==> src/rtl/baud_pkg.sv <==
// Shared definitions for the UART baud-rate generator: legality limits,
// configuration handshake states and the phase-increment calculation.
package baud_pkg;

    localparam int unsigned OVERSAMPLE_MIN = 4;
    localparam int unsigned OVERSAMPLE_MAX = 64;
    localparam int unsigned ACC_W_MIN      = 16;
    localparam int unsigned ACC_W_MAX      = 32;

    typedef enum logic {
        CFG_IDLE,
        CFG_PENDING
    } cfg_state_t;

    function automatic bit is_pow2(input longint unsigned v);
        return (v != 64'd0) && ((v & (v - 64'd1)) == 64'd0);
    endfunction

    function automatic bit params_legal(input int unsigned os, input int unsigned accw);
        return is_pow2(64'(os)) &&
               (os >= OVERSAMPLE_MIN) && (os <= OVERSAMPLE_MAX) &&
               (accw >= ACC_W_MIN) && (accw <= ACC_W_MAX);
    endfunction

    // round(baud * os * 2^accw / sysclk), masked to accw bits.
    function automatic logic [63:0] calc_inc(
        input longint unsigned sysclk,
        input longint unsigned baud,
        input longint unsigned os,
        input longint unsigned accw
    );
        logic [63:0] num;
        logic [63:0] quo;
        logic [63:0] mask;
        num  = (baud * os) << accw;
        quo  = (num + (sysclk >> 1)) / sysclk;
        mask = (accw >= 64) ? '1 : ((64'd1 << accw) - 64'd1);
        return quo & mask;
    endfunction

endpackage

==> src/rtl/baud_nco.sv <==
// Fractional phase accumulator; carry_q is the registered overflow and
// carry is the overflow about to be registered on the coming edge.
module baud_nco
    import baud_pkg::*;
#(
    parameter int unsigned ACC_W = 24
) (
    input  logic             clk,
    input  logic             rst,
    input  logic             en,
    input  logic             sync,
    input  logic [ACC_W-1:0] inc,
    output logic             carry,
    output logic             carry_q
);

    logic [ACC_W-1:0] acc;
    logic [ACC_W:0]   sum;

    always_comb begin
        sum   = {1'b0, acc} + {1'b0, inc};
        carry = en && !sync && sum[ACC_W];
    end

    always_ff @(posedge clk) begin
        if (rst) begin
            acc     <= '0;
            carry_q <= 1'b0;
        end else if (sync) begin
            acc     <= '0;
            carry_q <= 1'b0;
        end else if (en) begin
            acc     <= sum[ACC_W-1:0];
            carry_q <= sum[ACC_W];
        end else begin
            carry_q <= 1'b0;
        end
    end

endmodule

==> src/rtl/baud_tick_gen.sv <==
// Programmable baud-rate generator: NCO-driven rx_tick at OVERSAMPLE x baud,
// tx_tick at baud, with increment updates deferred to bit boundaries.
module baud_tick_gen
    import baud_pkg::*;
#(
    parameter int unsigned SYSCLK_HZ    = 100_000_000,
    parameter int unsigned OVERSAMPLE   = 16,
    parameter int unsigned ACC_W        = 24,
    parameter int unsigned DEFAULT_BAUD = 9600
) (
    input  logic                          clk,
    input  logic                          rst,
    input  logic                          en,
    input  logic                          sync,
    input  logic                          cfg_valid,
    input  logic [ACC_W-1:0]              cfg_inc,
    output logic                          cfg_ready,
    output logic                          rx_tick,
    output logic                          tx_tick,
    output logic [$clog2(OVERSAMPLE)-1:0] rx_phase,
    output logic [ACC_W-1:0]              inc_cur
);

    localparam int unsigned PH_W = $clog2(OVERSAMPLE);
    localparam logic [PH_W-1:0] DIV_LAST = PH_W'(OVERSAMPLE - 1);
    localparam logic [ACC_W-1:0] DEFAULT_INC =
        ACC_W'(calc_inc(64'(SYSCLK_HZ), 64'(DEFAULT_BAUD), 64'(OVERSAMPLE), 64'(ACC_W)));

    if (!params_legal(OVERSAMPLE, ACC_W)) begin : g_param_check
        $error("baud_tick_gen: OVERSAMPLE must be a power of two in 4..64 and ACC_W in 16..32");
    end

    logic             carry;
    logic [PH_W-1:0]  div;
    logic             tx_gen;
    logic [ACC_W-1:0] pend;
    cfg_state_t       cfg_state;
    cfg_state_t       cfg_state_next;
    logic             cfg_load;
    logic             cfg_apply;

    baud_nco #(
        .ACC_W(ACC_W)
    ) u_nco (
        .clk     (clk),
        .rst     (rst),
        .en      (en),
        .sync    (sync),
        .inc     (inc_cur),
        .carry   (carry),
        .carry_q (rx_tick)
    );

    assign tx_gen = carry && (div == DIV_LAST);

    // rx_phase takes the pre-increment div so each rx_tick carries its own index.
    always_ff @(posedge clk) begin
        if (rst) begin
            div      <= '0;
            rx_phase <= '0;
            tx_tick  <= 1'b0;
        end else if (sync) begin
            div      <= '0;
            rx_phase <= '0;
            tx_tick  <= 1'b0;
        end else begin
            tx_tick <= tx_gen;
            if (carry) begin
                rx_phase <= div;
                div      <= (div == DIV_LAST) ? '0 : div + PH_W'(1);
            end
        end
    end

    always_comb begin
        cfg_state_next = cfg_state;
        cfg_load       = 1'b0;
        cfg_apply      = 1'b0;
        case (cfg_state)
            CFG_IDLE: begin
                if (cfg_valid) begin
                    cfg_load       = 1'b1;
                    cfg_state_next = CFG_PENDING;
                end
            end
            CFG_PENDING: begin
                if (sync || !en || tx_gen) begin
                    cfg_apply      = 1'b1;
                    cfg_state_next = CFG_IDLE;
                end
            end
            default: cfg_state_next = CFG_IDLE;
        endcase
    end

    // A transfer coinciding with sync lands in pend and waits for the next apply point.
    always_ff @(posedge clk) begin
        if (rst) begin
            cfg_state <= CFG_IDLE;
            pend      <= '0;
            inc_cur   <= DEFAULT_INC;
        end else begin
            cfg_state <= cfg_state_next;
            if (cfg_load) begin
                pend <= cfg_inc;
            end
            if (cfg_apply) begin
                inc_cur <= pend;
            end
        end
    end

    assign cfg_ready = (cfg_state == CFG_IDLE);

endmodule

==> config.mk <==
export PLATFORM = sky130hd
export DESIGN_NAME = baud_tick_gen
export DESIGN_NICKNAME = d
export VERILOG_FILES = /design/src/rtl/baud_pkg.sv /design/src/rtl/baud_nco.sv /design/src/rtl/baud_tick_gen.sv
export SDC_FILE = /design/constraint.sdc
export NUM_CORES = 1
export LEC_CHECK = 0
export CAP_MARGIN = 10
export CORE_MARGIN = 3
export CORE_UTILIZATION = 54
export CTS_CLUSTER_DIAMETER = 80
export DETAILED_ROUTE_END_ITERATION = 10
export HOLD_SLACK_MARGIN = 0.15
export PLACE_DENSITY = 0.86
export SLEW_MARGIN = 0
export SYNTH_ARGS = -nofsm -noshare
export SYNTH_HDL_FRONTEND = slang
export SYNTH_HIERARCHICAL = 1
export SYNTH_SLANG_ARGS = --single-unit
==> constraint.sdc <==
create_clock -name clk -period 4.2 [get_ports clk]
set_clock_uncertainty 0.2 [all_clocks]
set_input_delay 1.26 -clock clk [delete_from_list [all_inputs] [get_ports clk]]
set_output_delay 1.26 -clock clk [all_outputs]
set_load 0.02 [all_outputs]
==> metrics.md <==
| Metric | Value |
|---|---|
| Worst Tran Pin Value | 0.964 ns |
| RSZ-0062 raised after global routing | false |
| Crit path capture type | register |
| Share of layout cells above drive strength 1 | 8.81% |
| Most frequent cells in the layout | dfxtp_1 (83), nand2_1 (71), clkdlybuf4s50_1 (59) |
| CP Max Fanout | 17 |
| Synth Flop Type | dfxtp_1 |
| CP required | 4.23 ns |
| Post-synthesis register bit count | 83 |
| FP Rows | 31 |
| Critical Path Slowest Stage Cell | a21o_1 |
| WP depth | 13 |
| Synth area leader | dfxtp_1 |
| Chip height | 93.0 µm |
| # port buffers | 59 |
| Placer Congestion | 0.922 |
| Final wirelength | 10200 µm |
| Tot Pwr | 1.71 mW |
| IO Pins | 60 |
| Post-DRT Antenna Nets | 0 |
| Setup violators final | 0 |
| FILL cells | 598 |
| Antenna cells | 0 |
| Worst path buffer plus inverter count | 0 |
| First-pass GRT wire length | 16500 µm |
| First DRT Iteration DRCs | 195 |
| Status | completed |
| Detailed-route DRC error count | 0 |
| CP startpoint | inc_cur[0]$_SDFFE_PP0P_ |
| Vias in the first global route | 3487 |
| Die area | 8650 µm² |
| Post-synthesis sequential area ratio | 40.6% |
| Fin. Hold Viols | 0 |
| Syn Area/Cell | 9.10 µm² |
| Worst vdd ir | 0.000264 V |
| Worst reg2reg path startpoint | inc_cur[0]$_SDFFE_PP0P_ |
| Synth async-reset ratio | 0% |
| Gr usage total | 23.8% |
| Vias per std cell | 5.97 |
| Hpwl dp | 7320 µm |
| Post-route setup slack | 0.289 ns |
| R2r endpoint | inc_cur[4]$_SDFFE_PP0P_ |
| Clk buf depth | 2 |
| Total grt overflow | 0 |
| CP arrival | 3.94 ns |
| Sink Count | 83 |
| Post-synthesis cell type count | 56 |
| Latest clock arrival within the worst-skew pair | 0.35 ns |
| Finished Core Util | 68.3% |
| Commonest non-fill, non-tap cell in the layout | dfxtp_1 |
| Clock root buffer | clkbuf_8 |
| Pre-CTS WS | 0.353 ns |
| Tmin final | 3.91 ns |
| Clock slew at reported path FFs | 0.08 ns |
| DR WL/cell | 16.7 µm |
| Kind of critical path | reg -> reg |
| Largest net degree at the start of global routing | 27 |
| Final TNS setup | 0 ns |
| Final cycle utilization of the critical path | 93.1% |
| Critical path startpoint category | register |
| Syn. warnings | 6 |
| Initial Utilization | 56.1% |
| Number of max-cap violations | 0 |
| Antenna violations before repair | 0 |
| Drt pass-1 iters | 5 |
| Post-synth EDFFs | 0 |
| Max Slew Vio Count | 0 |
| H-tree Lvls | 3 |
| Worst path cell trace | ha_1 -> fa_1 -> a211oi_1 -> nor2_2 -> o211ai_2 -> o21a_4 -> a31o_4 -> a31oi_4 -> a211oi_2 -> nor4_2 -> nand4_4 -> a21o_1 -> a32o_1 |
| Final #Nets | 561 |
| Die Width | 93.0 µm |
| Power density over the cells | 343 nW/µm² |
| Slew margin rel. | 35.7% |
| Min-Delay Path Class | reg -> reg |
| Syn Inst Count | 449 |
| R2R setup slack | 0.29 ns |
| CTS tree | done |
| Critical path's top delay family | compound AO/OA/AOI/OAI gates |
| Leakage Power | 1.95 nW |
| Max stage delay on crit path | 0.44 ns |
| FF-to-FF path depth | 13 |
| CTS Buf Count | 9 |
| Synth area leaders | dfxtp_1 (41%), ha_1 (7.7%), nand2_1 (6.5%) |
| Core ar. | 7290 µm² |
| Cell Area, Synth | 4090 µm² |
| Syn nets | 504 |
| Worst Setup EP | inc_cur[4]$_SDFFE_PP0P_ |
| Routed via count | 3640 |
| P&R area growth vs syn | 21.9% |
| Post-synth top area share | 40.6% |
| Fmax achieved | 0.256 GHz |
per-stage QoR:
step,hold WS (ns),cell area (µm²),instances
6_report,0.260,4980,610
5_1_grt,0.288,4980,610
4_1_cts,0.261,4960,607
3_5_place_dp,0.249,4740,591
3_3_place_gp,0.243,4740,591
2_1_floorplan,0.229,4090,449
metal layers:
layer  track usage [%]  wire length, µm  vias to the layer above
li1                  -                -                     1752
met4              6.11              142                        0
met2              41.0             5150                      116
met1              30.5             4420                     1755
met3              4.59              481                       17
met5                 0                0                        -
Yosys cell counts (3+ instances only):
cell type	count
a211oi_1	9
a21o_1	8
a21oi_1	52
a32o_1	17
buf_1	3
clkbuf_1	14
dfxtp_1	83
ha_1	25
inv_1	5
mux2i_1	15
nand2_1	71
nand2b_1	3
nand3_1	7
nor2_1	42
nor2b_1	3
nor3_1	6
o211ai_1	3
o21ai_0	11
o21bai_1	3
o22ai_1	3
o32a_1	7
or2_2	3
xnor2_1	9
xor2_1	9
report_power, final:
part / switching, mW / internal [mW] / leakage, nW
registers: 0.0247 / 0.816 / 0.676
clock network: 0.308 / 0.344 / 0.109
logic: 0.118 / 0.0968 / 1.16
logic make-up (layout without fill, tap and decap cells):
logic type / after synthesis / count (layout) / share of synthesized area, %
flops: 83 / 83 / 40.6
simple gates: 140 / 140 / 14.7
compound gates: 138 / 138 / 25.6
mux: 15 / 15 / 3.67
xor+xnor: 18 / 18 / 3.86
buf+inv: 29 / 91 / 3.37
fa+ha+maj: 26 / 26 / 8.14
worst register-to-register path, stage by stage, from the launching register on:
cell	delay, ns
dfxtp_1	0.37
ha_1	0.24
fa_1	0.26
a211oi_1	0.11
nor2_2	0.20
o211ai_2	0.18
o21a_4	0.25
a31o_4	0.26
a31oi_4	0.19
a211oi_2	0.11
nor4_2	0.42
nand4_4	0.22
a21o_1	0.44
a32o_1	0.37
cell type report:
| type | count | area (µm²) | share of cell area [%] |
|---|---|---|---|
| inverter | 7 | 26.3 | 0.527 |
| clock buffer | 10 | 128 | 2.56 |
| timing repair buffer | 68 | 658 | 13.2 |
| clock inverter | 6 | 96.3 | 1.93 |
| sequential | 83 | 1660 | 33.3 |
| multi-input combinational | 337 | 2290 | 45.9 |
| tap | 99 | 124 | 2.49 |
worst min path at each step:
stage	start	endpoint	slack (ns)	depth (start not counted)
2_1_floorplan	u_nco/acc[19]$_SDFFE_PP0P_	u_nco/acc[19]$_SDFFE_PP0P_	0.23	2
3_3_place_gp	pend[12]$_SDFFE_PP0P_	pend[12]$_SDFFE_PP0P_	0.24	2
3_5_place_dp	pend[13]$_SDFFE_PP0P_	pend[13]$_SDFFE_PP0P_	0.25	2
4_1_cts	pend[11]$_SDFFE_PP0P_	pend[11]$_SDFFE_PP0P_	0.26	2
5_1_grt	pend[11]$_SDFFE_PP0P_	pend[11]$_SDFFE_PP0P_	0.29	2
6_report	pend[11]$_SDFFE_PP0P_	pend[11]$_SDFFE_PP0P_	0.26	2
sequential cells by signal (all words and copies together) (netlist names):
register / count
inc_cur: 24
pend: 24
u_nco/acc: 24
div: 4
rx_phase: 4
cfg_state: 1
tx_tick: 1
u_nco/carry_q: 1
repair_timing:
action	in CTS	in global routing
hold buffers	0	0
endpoints found under the setup margin	0	17
buffers inserted	0	3
gates resized for setup	0	0
No activity file was read; power rests on OpenSTA's default activity.
